### config.mk
export PLATFORM = sky130hd
export DESIGN_NAME = ov7670_capture
export DESIGN_NICKNAME = d
export VERILOG_FILES = /design/src/rtl/vga_pkg.sv /design/src/rtl/ov7670_byte_pair.sv /design/src/rtl/ov7670_capture.sv
export SDC_FILE = /design/constraint.sdc
export NUM_CORES = 1
export LEC_CHECK = 0
export CAP_MARGIN = 20
export CORE_MARGIN = 1.5
export CORE_UTILIZATION = 53
export CTS_BUF_LIST = sky130_fd_sc_hd__clkbuf_8 sky130_fd_sc_hd__clkbuf_16
export DETAILED_ROUTE_END_ITERATION = 10
export PLACE_DENSITY = 0.76
export SYNTH_ARGS = -nofsm -noshare
export SYNTH_HDL_FRONTEND = slang
export SYNTH_HIERARCHICAL = 1
export SYNTH_SLANG_ARGS = --single-unit
### constraint.sdc
create_clock -name iCLK -period 3.8 [get_ports iCLK]
set_clock_uncertainty 0.15 [all_clocks]
set_input_delay 0.57 -clock iCLK [delete_from_list [all_inputs] [get_ports iCLK]]
set_output_delay 0.57 -clock iCLK [all_outputs]
set_load 0.05 [all_outputs]
### src/rtl/vga_pkg.sv
// Definitions shared by the OV7670 capture block and the VGA display controller.
package vga_pkg;

    localparam int H_ACT_DEF = 640;
    localparam int V_ACT_DEF = 480;

    // RGB565 field positions inside a 16-bit pixel word.
    localparam int R_MSB = 15;
    localparam int R_LSB = 11;
    localparam int G_MSB = 10;
    localparam int G_LSB = 5;
    localparam int B_MSB = 4;
    localparam int B_LSB = 0;

    typedef enum logic [1:0] {
        IDLE,
        WAIT_VS_HIGH,
        WAIT_VS_LOW,
        CAPTURE
    } cap_state_t;

endpackage

### src/rtl/ov7670_byte_pair.sv
// Pairs consecutive camera bytes (high byte first) into one RGB565 pixel.
module ov7670_byte_pair
    import vga_pkg::*;
(
    input  logic        clk,
    input  logic        rst,
    input  logic        clear,
    input  logic        byte_en,
    input  logic [7:0]  data,
    output logic        pixel_valid,
    output logic [15:0] pixel,
    output logic        pending
);

    logic       phase_low;
    logic [7:0] high_byte;

    always_ff @(posedge clk or posedge rst) begin
        if (rst) begin
            phase_low <= 1'b0;
            high_byte <= 8'h00;
        end else if (clear) begin
            phase_low <= 1'b0;
        end else if (byte_en) begin
            if (!phase_low) begin
                high_byte <= data;
            end
            phase_low <= ~phase_low;
        end
    end

    assign pixel_valid = byte_en & phase_low;
    assign pending     = phase_low;

    // The low byte is consumed straight from the input register, so no second holding stage is needed.
    always_comb begin
        pixel              = '0;
        pixel[R_MSB:R_LSB] = high_byte[7:3];
        pixel[G_MSB:G_LSB] = {high_byte[2:0], data[7:5]};
        pixel[B_MSB:B_LSB] = data[4:0];
    end

endmodule

### src/rtl/ov7670_capture.sv
// OV7670 frame capture: decodes VSYNC/HREF/byte stream into linear frame-buffer writes.
module ov7670_capture
    import vga_pkg::*;
#(
    parameter int H_ACT  = H_ACT_DEF,
    parameter int V_ACT  = V_ACT_DEF,
    parameter int ADDR_W = 19
) (
    input  logic              iCLK,
    input  logic              iRST,
    input  logic              iENABLE,
    input  logic              iVSYNC,
    input  logic              iHREF,
    input  logic [7:0]        iDATA,
    output logic              oWR_EN,
    output logic [ADDR_W-1:0] oWR_ADDR,
    output logic [15:0]       oWR_DATA,
    output logic              oFRAME_START,
    output logic              oFRAME_DONE,
    output logic              oFRAME_ERR,
    output logic              oBUSY
);

    localparam int                COL_W     = $clog2(H_ACT + 1);
    localparam int                LINE_W    = $clog2(V_ACT + 1);
    localparam logic [COL_W-1:0]  COL_END   = COL_W'(H_ACT);
    localparam logic [COL_W-1:0]  COL_SAT   = '1;
    localparam logic [LINE_W-1:0] LINE_END  = LINE_W'(V_ACT);
    localparam logic [LINE_W-1:0] LINE_SAT  = '1;
    localparam logic [ADDR_W-1:0] LINE_STEP = ADDR_W'(H_ACT);

    cap_state_t        state;
    logic              vs_q, vs_d, href_q, href_d;
    logic [7:0]        data_q;
    logic [COL_W-1:0]  col;
    logic [LINE_W-1:0] line;
    logic [ADDR_W-1:0] line_base;
    logic              err;

    logic              wr_en, frame_start, frame_done, frame_err, busy;
    logic [ADDR_W-1:0] wr_addr;
    logic [15:0]       wr_data;

    logic              capturing, vs_fall, vs_rise, href_fall, start_cond;
    logic              line_end, line_err, byte_en, pair_clear;
    logic              pixel_valid, pending;
    logic [15:0]       pixel;
    logic [COL_W-1:0]  col_inc;
    logic [LINE_W-1:0] line_inc, line_next;

    always_ff @(posedge iCLK or posedge iRST) begin
        if (iRST) begin
            vs_q   <= 1'b0;
            vs_d   <= 1'b0;
            href_q <= 1'b0;
            href_d <= 1'b0;
            data_q <= 8'h00;
        end else begin
            vs_q   <= iVSYNC;
            vs_d   <= vs_q;
            href_q <= iHREF;
            href_d <= href_q;
            data_q <= iDATA;
        end
    end

    assign capturing  = (state == CAPTURE);
    assign vs_fall    = vs_d & ~vs_q;
    assign vs_rise    = ~vs_d & vs_q;
    assign href_fall  = href_d & ~href_q;
    assign start_cond = (state == WAIT_VS_LOW) & iENABLE & vs_fall;
    // A VSYNC rise that cuts off an active line closes that line first.
    assign line_end   = capturing & (href_fall | (vs_rise & href_q));
    assign line_err   = (col != COL_END) | pending;
    assign byte_en    = capturing & href_q & ~vs_rise;
    assign pair_clear = start_cond | line_end;
    assign col_inc    = (col == COL_SAT) ? col : col + 1'b1;
    assign line_inc   = (line == LINE_SAT) ? line : line + 1'b1;
    assign line_next  = line_end ? line_inc : line;

    ov7670_byte_pair u_byte_pair (
        .clk         (iCLK),
        .rst         (iRST),
        .clear       (pair_clear),
        .byte_en     (byte_en),
        .data        (data_q),
        .pixel_valid (pixel_valid),
        .pixel       (pixel),
        .pending     (pending)
    );

    always_ff @(posedge iCLK or posedge iRST) begin
        if (iRST) begin
            state       <= IDLE;
            col         <= '0;
            line        <= '0;
            line_base   <= '0;
            err         <= 1'b0;
            wr_en       <= 1'b0;
            wr_addr     <= '0;
            wr_data     <= '0;
            frame_start <= 1'b0;
            frame_done  <= 1'b0;
            frame_err   <= 1'b0;
            busy        <= 1'b0;
        end else begin
            wr_en       <= 1'b0;
            frame_start <= 1'b0;
            frame_done  <= 1'b0;
            case (state)
                IDLE: begin
                    if (iENABLE) begin
                        state <= WAIT_VS_HIGH;
                        busy  <= 1'b1;
                    end
                end
                WAIT_VS_HIGH: begin
                    if (!iENABLE) begin
                        state <= IDLE;
                        busy  <= 1'b0;
                    end else if (vs_q) begin
                        state <= WAIT_VS_LOW;
                    end
                end
                WAIT_VS_LOW: begin
                    if (!iENABLE) begin
                        state <= IDLE;
                        busy  <= 1'b0;
                    end else if (vs_fall) begin
                        state       <= CAPTURE;
                        frame_start <= 1'b1;
                        col         <= '0;
                        line        <= '0;
                        line_base   <= '0;
                        err         <= 1'b0;
                    end
                end
                CAPTURE: begin
                    if (vs_rise) begin
                        frame_done <= 1'b1;
                        frame_err  <= err | (line_end & line_err) | (line_next != LINE_END);
                        state      <= iENABLE ? WAIT_VS_LOW : IDLE;
                        busy       <= iENABLE;
                    end else if (line_end) begin
                        // Base advances by a fixed stride so a malformed line cannot shift later ones.
                        line      <= line_inc;
                        line_base <= line_base + LINE_STEP;
                        col       <= '0;
                        if (line_err) begin
                            err <= 1'b1;
                        end
                    end else if (pixel_valid) begin
                        if ((col < COL_END) && (line < LINE_END)) begin
                            wr_en   <= 1'b1;
                            wr_addr <= line_base + ADDR_W'(col);
                            wr_data <= pixel;
                        end else begin
                            err <= 1'b1;
                        end
                        col <= col_inc;
                    end
                end
                default: begin
                    state <= IDLE;
                    busy  <= 1'b0;
                end
            endcase
        end
    end

    assign oWR_EN       = wr_en;
    assign oWR_ADDR     = wr_addr;
    assign oWR_DATA     = wr_data;
    assign oFRAME_START = frame_start;
    assign oFRAME_DONE  = frame_done;
    assign oFRAME_ERR   = frame_err;
    assign oBUSY        = busy;

endmodule

# == After elaboration in Yosys (flattened, before gate mapping) ==
# Cells that the tools add are included.
# classes
n_bitwise,23
addsub,4
n_mux,50
order_cmp,2
shifts,0
n_reduce_logical,14
eq_ne,20
mul,0
div_mod_pow,0
# ops
operator,n
two-way mux 19 bit,4
two-way mux 10 bit,6
two-way mux 9 bit,5
case mux 19 bit (2 select lines),1
two-way mux 1 bit,22
case mux 10 bit (2 select lines),1
adder 19 x 10 -> 19 bit,1
"adder 19 x 10 -> 19 bit, second input constant",1
case mux 9 bit (2 select lines),1
two-way mux 2 bit,7
"!= test 3 bit, second input constant",4
AND 1 bit,11
"adder 10 x 1 -> 10 bit, second input constant",1
"equality test 10 bit, second input constant",1
"less-than comparator 10 bit, second input constant",1
"!= test 10 bit, second input constant",1
"!= test 2 bit, second input constant",5
AND reduction 5 bit,2
"adder 9 x 1 -> 9 bit, second input constant",1
"equality test 9 bit, second input constant",1
"less-than comparator 9 bit, second input constant",1
"!= test 9 bit, second input constant",1
case mux 2 bit (4 select lines),1
AND reduction 4 bit,2
other kinds (17),31
# word_totals
latchBits,0
reg_bits,102
ramBits,0
output_inout_bits,40
rom_bits,0
n_memories,0

# == Longest topological paths before layout ==
# logic_depth
word_depth,9
depth_mapped,10
mapped_depth_nobuf,9

# == Cells and area by module ==
# The synthesis kept the hierarchy.
# by_module_without_submodules
module,cells_each,instances,area_per_inst_um2
ov7670_capture,393,1,4145.2
ov7670_byte_pair,30,1,417.9

# == Least setup slack after synthesis ==
# Ideal clock, no wire load.
# synth_timing
path_kind,register -> register
startpoint,reg state[0]
endpoint,reg line_base[14]
synth_period_minus_slack_ps,2577
path_buffers,1
path_stages_with_launch,11
setup_slack_ps,1223
t_arrival_ps,2349
setup_time_ps,78
cell_sequence,dfrtp_1 inv_1 ha_1 inv_2 or3_4 clkinv_4 a31oi_4 or4_1 buf_2 or3_1 a21oi_1
# synth_via
elab_chain_cells,4
# synth_lines
element,line_no,source
"start, declared",ov7670_capture.sv:32,cap_state_t state;
"start signal, assigned",ov7670_capture.sv:142,state <= iENABLE ? WAIT_VS_LOW : IDLE;
equality test 2 bit,"ov7670_capture.sv:67, ov7670_capture.sv:110",
AND 1 bit,ov7670_capture.sv:73,assign line_end = capturing & (href_fall | (vs_rise & href_q));
!= test 2 x 1 -> 1 bit (no line),n/a,
AND reduction 5 bit (no line),n/a,
"end signal, assigned",ov7670_capture.sv:147,line_base <= line_base + LINE_STEP;
"end, declared",ov7670_capture.sv:37,logic [ADDR_W-1:0] line_base;
# Several ways; a longest one is shown, not always the timed one.
# A chain may end at the register's enable or synchronous reset.

# == Worst setup path in the final report ==
# layout_timing
startpoint,reg state[1]
endpoint,"reg wr_data[10], in the netlist oWR_DATA[10]"
# layout_via
elab_chain_cells,5
# layout_lines
element,line_no,source
equality test 2 bit,ov7670_capture.sv:67,assign capturing = (state == CAPTURE);
net capturing,ov7670_capture.sv:44,"logic capturing, vs_fall, vs_rise, href_fall, start_cond;"
AND 1 bit (2 in series),ov7670_capture.sv:75,assign byte_en = capturing & href_q & ~vs_rise;
net byte_en,ov7670_capture.sv:45,"logic line_end, line_err, byte_en, pair_clear;"
AND 1 bit,ov7670_byte_pair.sv:32,assign pixel_valid = byte_en & phase_low;
net pixel_valid,ov7670_capture.sv:46,"logic pixel_valid, pending;"
AND reduction 5 bit (no line),n/a,
"end signal, assigned",ov7670_capture.sv:156,wr_data <= pixel;
"end, declared",ov7670_capture.sv:42,logic [15:0] wr_data;
# The timed path passes the listed nets, and every way through them passes these cells.

==> impl_metrics.ini <==
[run_status]
status = complete, no violations

[route]
route.detailed.drc = 0
drt_iter0_drc = 173
final_antenna_net_count = 0
route.vias.total = 3257
viasPerCell = 5.704
wl_mm = 8.677
first_pass_iters = 4
drt-wirelength-per-cell_um = 15.20

[critical_path]
r2r-start = state[1]
path_cells = ha_1 > and3_1 > and2_2 > nand2_1 > nor3_4 > buf_4 > mux2_2
endpoint = oWR_DATA[10]
startpoint = state[1]
path_buf_inv = 1
cpLargestDelayFamily = simple AND/OR/NAND/NOR gates
worstSetupStartpointType = register
arrival_ns = 2.91
crit_fanout = 45
cp_num_cells = 7
worstSetupPathType = reg -> reg
required_ns = 3.91
cp_slowest_cell = ha_1
slowest_delay_ns = 0.49
rr_worst_depth = 7
r2r_end = oWR_DATA[10]
end_kind = register
r2r_slack_ns = 1.00

[global_routing]
grt_max_degree = 51
grt_pass1_vias = 3110
grt.overflow.total = 0
grt_pass1_wl_mm = 14.79
antenna_found_initial = 0
grt_use_total_pct = 20.84

[logic_synthesis]
synth_seq_area_share_pct = 52.10
syn_area_sq_um = 4563
ys_ff_latch = 95
syn_avg_cell_area_sq_um = 10.79
syn_inst = 423
synthArstFlopShare_pct = 100.0
ys_types = 58
synth_warnings = 6
synth_fp_nets = 448
synthFlopType = dfrtp_1
synth_edf_count = 0

[timing]
min_period_ns = 2.796
tightest_slew_ns = 0.9918
setup_viol = 0
slew_headroom_pct = 33.71
finalCritPeriodShare_pct = 73.57
hold_violations = 0
finalMaxSlewViolations = 0
setup_slack_ns = 1.004
fmax_mhz = 357.7
tns_ns = 0
rsz0062_at_grt = false

[die]
die_area_sq_um = 9176
io-pin-count = 53
rows = 33
start_util_pct = 55.26
die_h_um = 95.79
core_area_sq_um = 8258
die_w_um = 95.79

[finish]
final_cell_area_sq_um = 5308
final_nets = 486
fillers = 703
seq_area_sq_um = 2377
fin_cells = 571
layout_commonest_cell = dfrtp_1
utilization_pct = 64.27
antennaDiodeCount = 0
drive_gt1_share_pct = 13.73
final_cell_mix = 95 x dfrtp_1, 52 x clkdlybuf4s50_1, 37 x nor2_1
areaGrowthSynthToFinish_pct = 16.31
multi_input_area_sq_um = 1978

[place]
dp_hpwl_mm = 6.066
place_area_sq_um = 5116
place_ws_ns = 0.7734
io_buffers = 52
place_congestion = 0.8486
dp.cells = 555

[pwr]
p_per_area_nw_per_um2 = 534.5
peakVddDrop_v = 0.0004049
leakage_nw = 2.292

[clock_network]
cts_resized = 0
clockBufferDepth = 2
clockRootBuffer = clkbuf_8
cts_buffers = 9
hold_buffers = 0
post_cts_buffers = 0
cts_tree = done
worstSkewPairLatency_ns = 0.37
cts_max_level = 3
clock-sinks = 95
clkSlewWorstSetupHoldPaths_ns = 0.10

[flow_run]
maxCapViolations = 0

[min_path]
hold_path_class = reg -> reg
-- metal layers --
layer	vias up	global-route usage (%)	share of wire, %
met5	-	0	0
met1	1589	29.58	46
met2	73	31.92	48
met3	5	4.660	4.9
li1	1590	-	-
met4	0	6.373	0.82
-- cell families after synthesis --
logic type	synth area share, %
adders and majority gates	3.290
buffers and inverters	4.689
and+or+nand+nor	15.38
muxes	8.610
AOI/OAI and AO/OA	11.71
DFF	52.10
xor gates and xnor gates	4.223
-- final cells by class --
cell class	instances	share of cell area, %
Multi-Input combinational cell	283	37.27
Tap cell	105	2.475
Inverter	16	1.249
Clock inverter	7	1.273
Timing Repair Buffer	56	10.61
Clock buffer	9	2.334
Sequential cell	95	44.79
-- registers in the layout (all words and copies together), names as in the netlist, 2 cells and up --
register / count
oWR_ADDR: 19
oWR_DATA: 16
line_base: 12
col: 10
line: 9
data_q: 8
u_byte_pair/high_byte: 8
state: 2
-- cell usage after synthesis, types with 2 or more instances --
cell type	n	area, sq um
nand4_1	9	56.30
nor2_1	37	138.9
nand3_1	13	65.06
xnor2_1	16	140.1
nor4bb_1	2	20.02
a41oi_1	5	43.79
o2111ai_1	2	17.52
clkbuf_1	13	48.80
nand2b_1	3	18.77
and3_1	6	37.54
a21o_1	2	15.01
xor2_1	6	52.55
o211ai_1	3	22.52
nand3b_1	2	15.01
dfrtp_1	95	2377
or4_1	3	22.52
a21oi_1	28	140.1
and4_1	4	35.03
or3_1	4	25.02
o41ai_1	2	17.52
nand2_1	25	93.84
inv_1	14	52.55
o21ai_0	15	75.07
ha_1	12	150.1
a32o_1	2	20.02
o31ai_1	3	22.52
and2_1	4	25.02
nor3_1	9	45.04
a31oi_1	6	37.54
nor4_1	3	18.77
mux2_2	34	382.9
buf_2	8	40.04
buf_4	8	60.06
-- stage by stage --
stage | hold WS, ns | total power, mW
6_report | 0.2902 | 2.837
5_1_grt | 0.3103 | 3.014
4_1_cts | 0.2891 | 2.855
3_5_place_dp | 0.2749 | 2.210
3_3_place_gp | 0.2693 | 2.168
2_1_floorplan | 0.2446 | 1.969
-- power breakdown --
part / total, mW / switching (mW) / internal, mW
Sequential: 1.36 / 0.180 / 1.19
Clock: 0.641 / 0.387 / 0.254
Combinational: 0.831 / 0.494 / 0.337
-- how the worst min path moves through the flow --
stage,slack [ns],from,endpoint,depth (start not counted)
after CTS,0.29,vs_q,vs_d,0
after floorplan,0.24,href_q,href_d,0
final,0.29,vs_q,vs_d,0
after detailed placement,0.27,vs_q,vs_d,0
after global routing,0.31,vs_q,vs_d,0
after global placement,0.27,href_q,href_d,0
No activity file was read; power rests on OpenSTA's default activity.
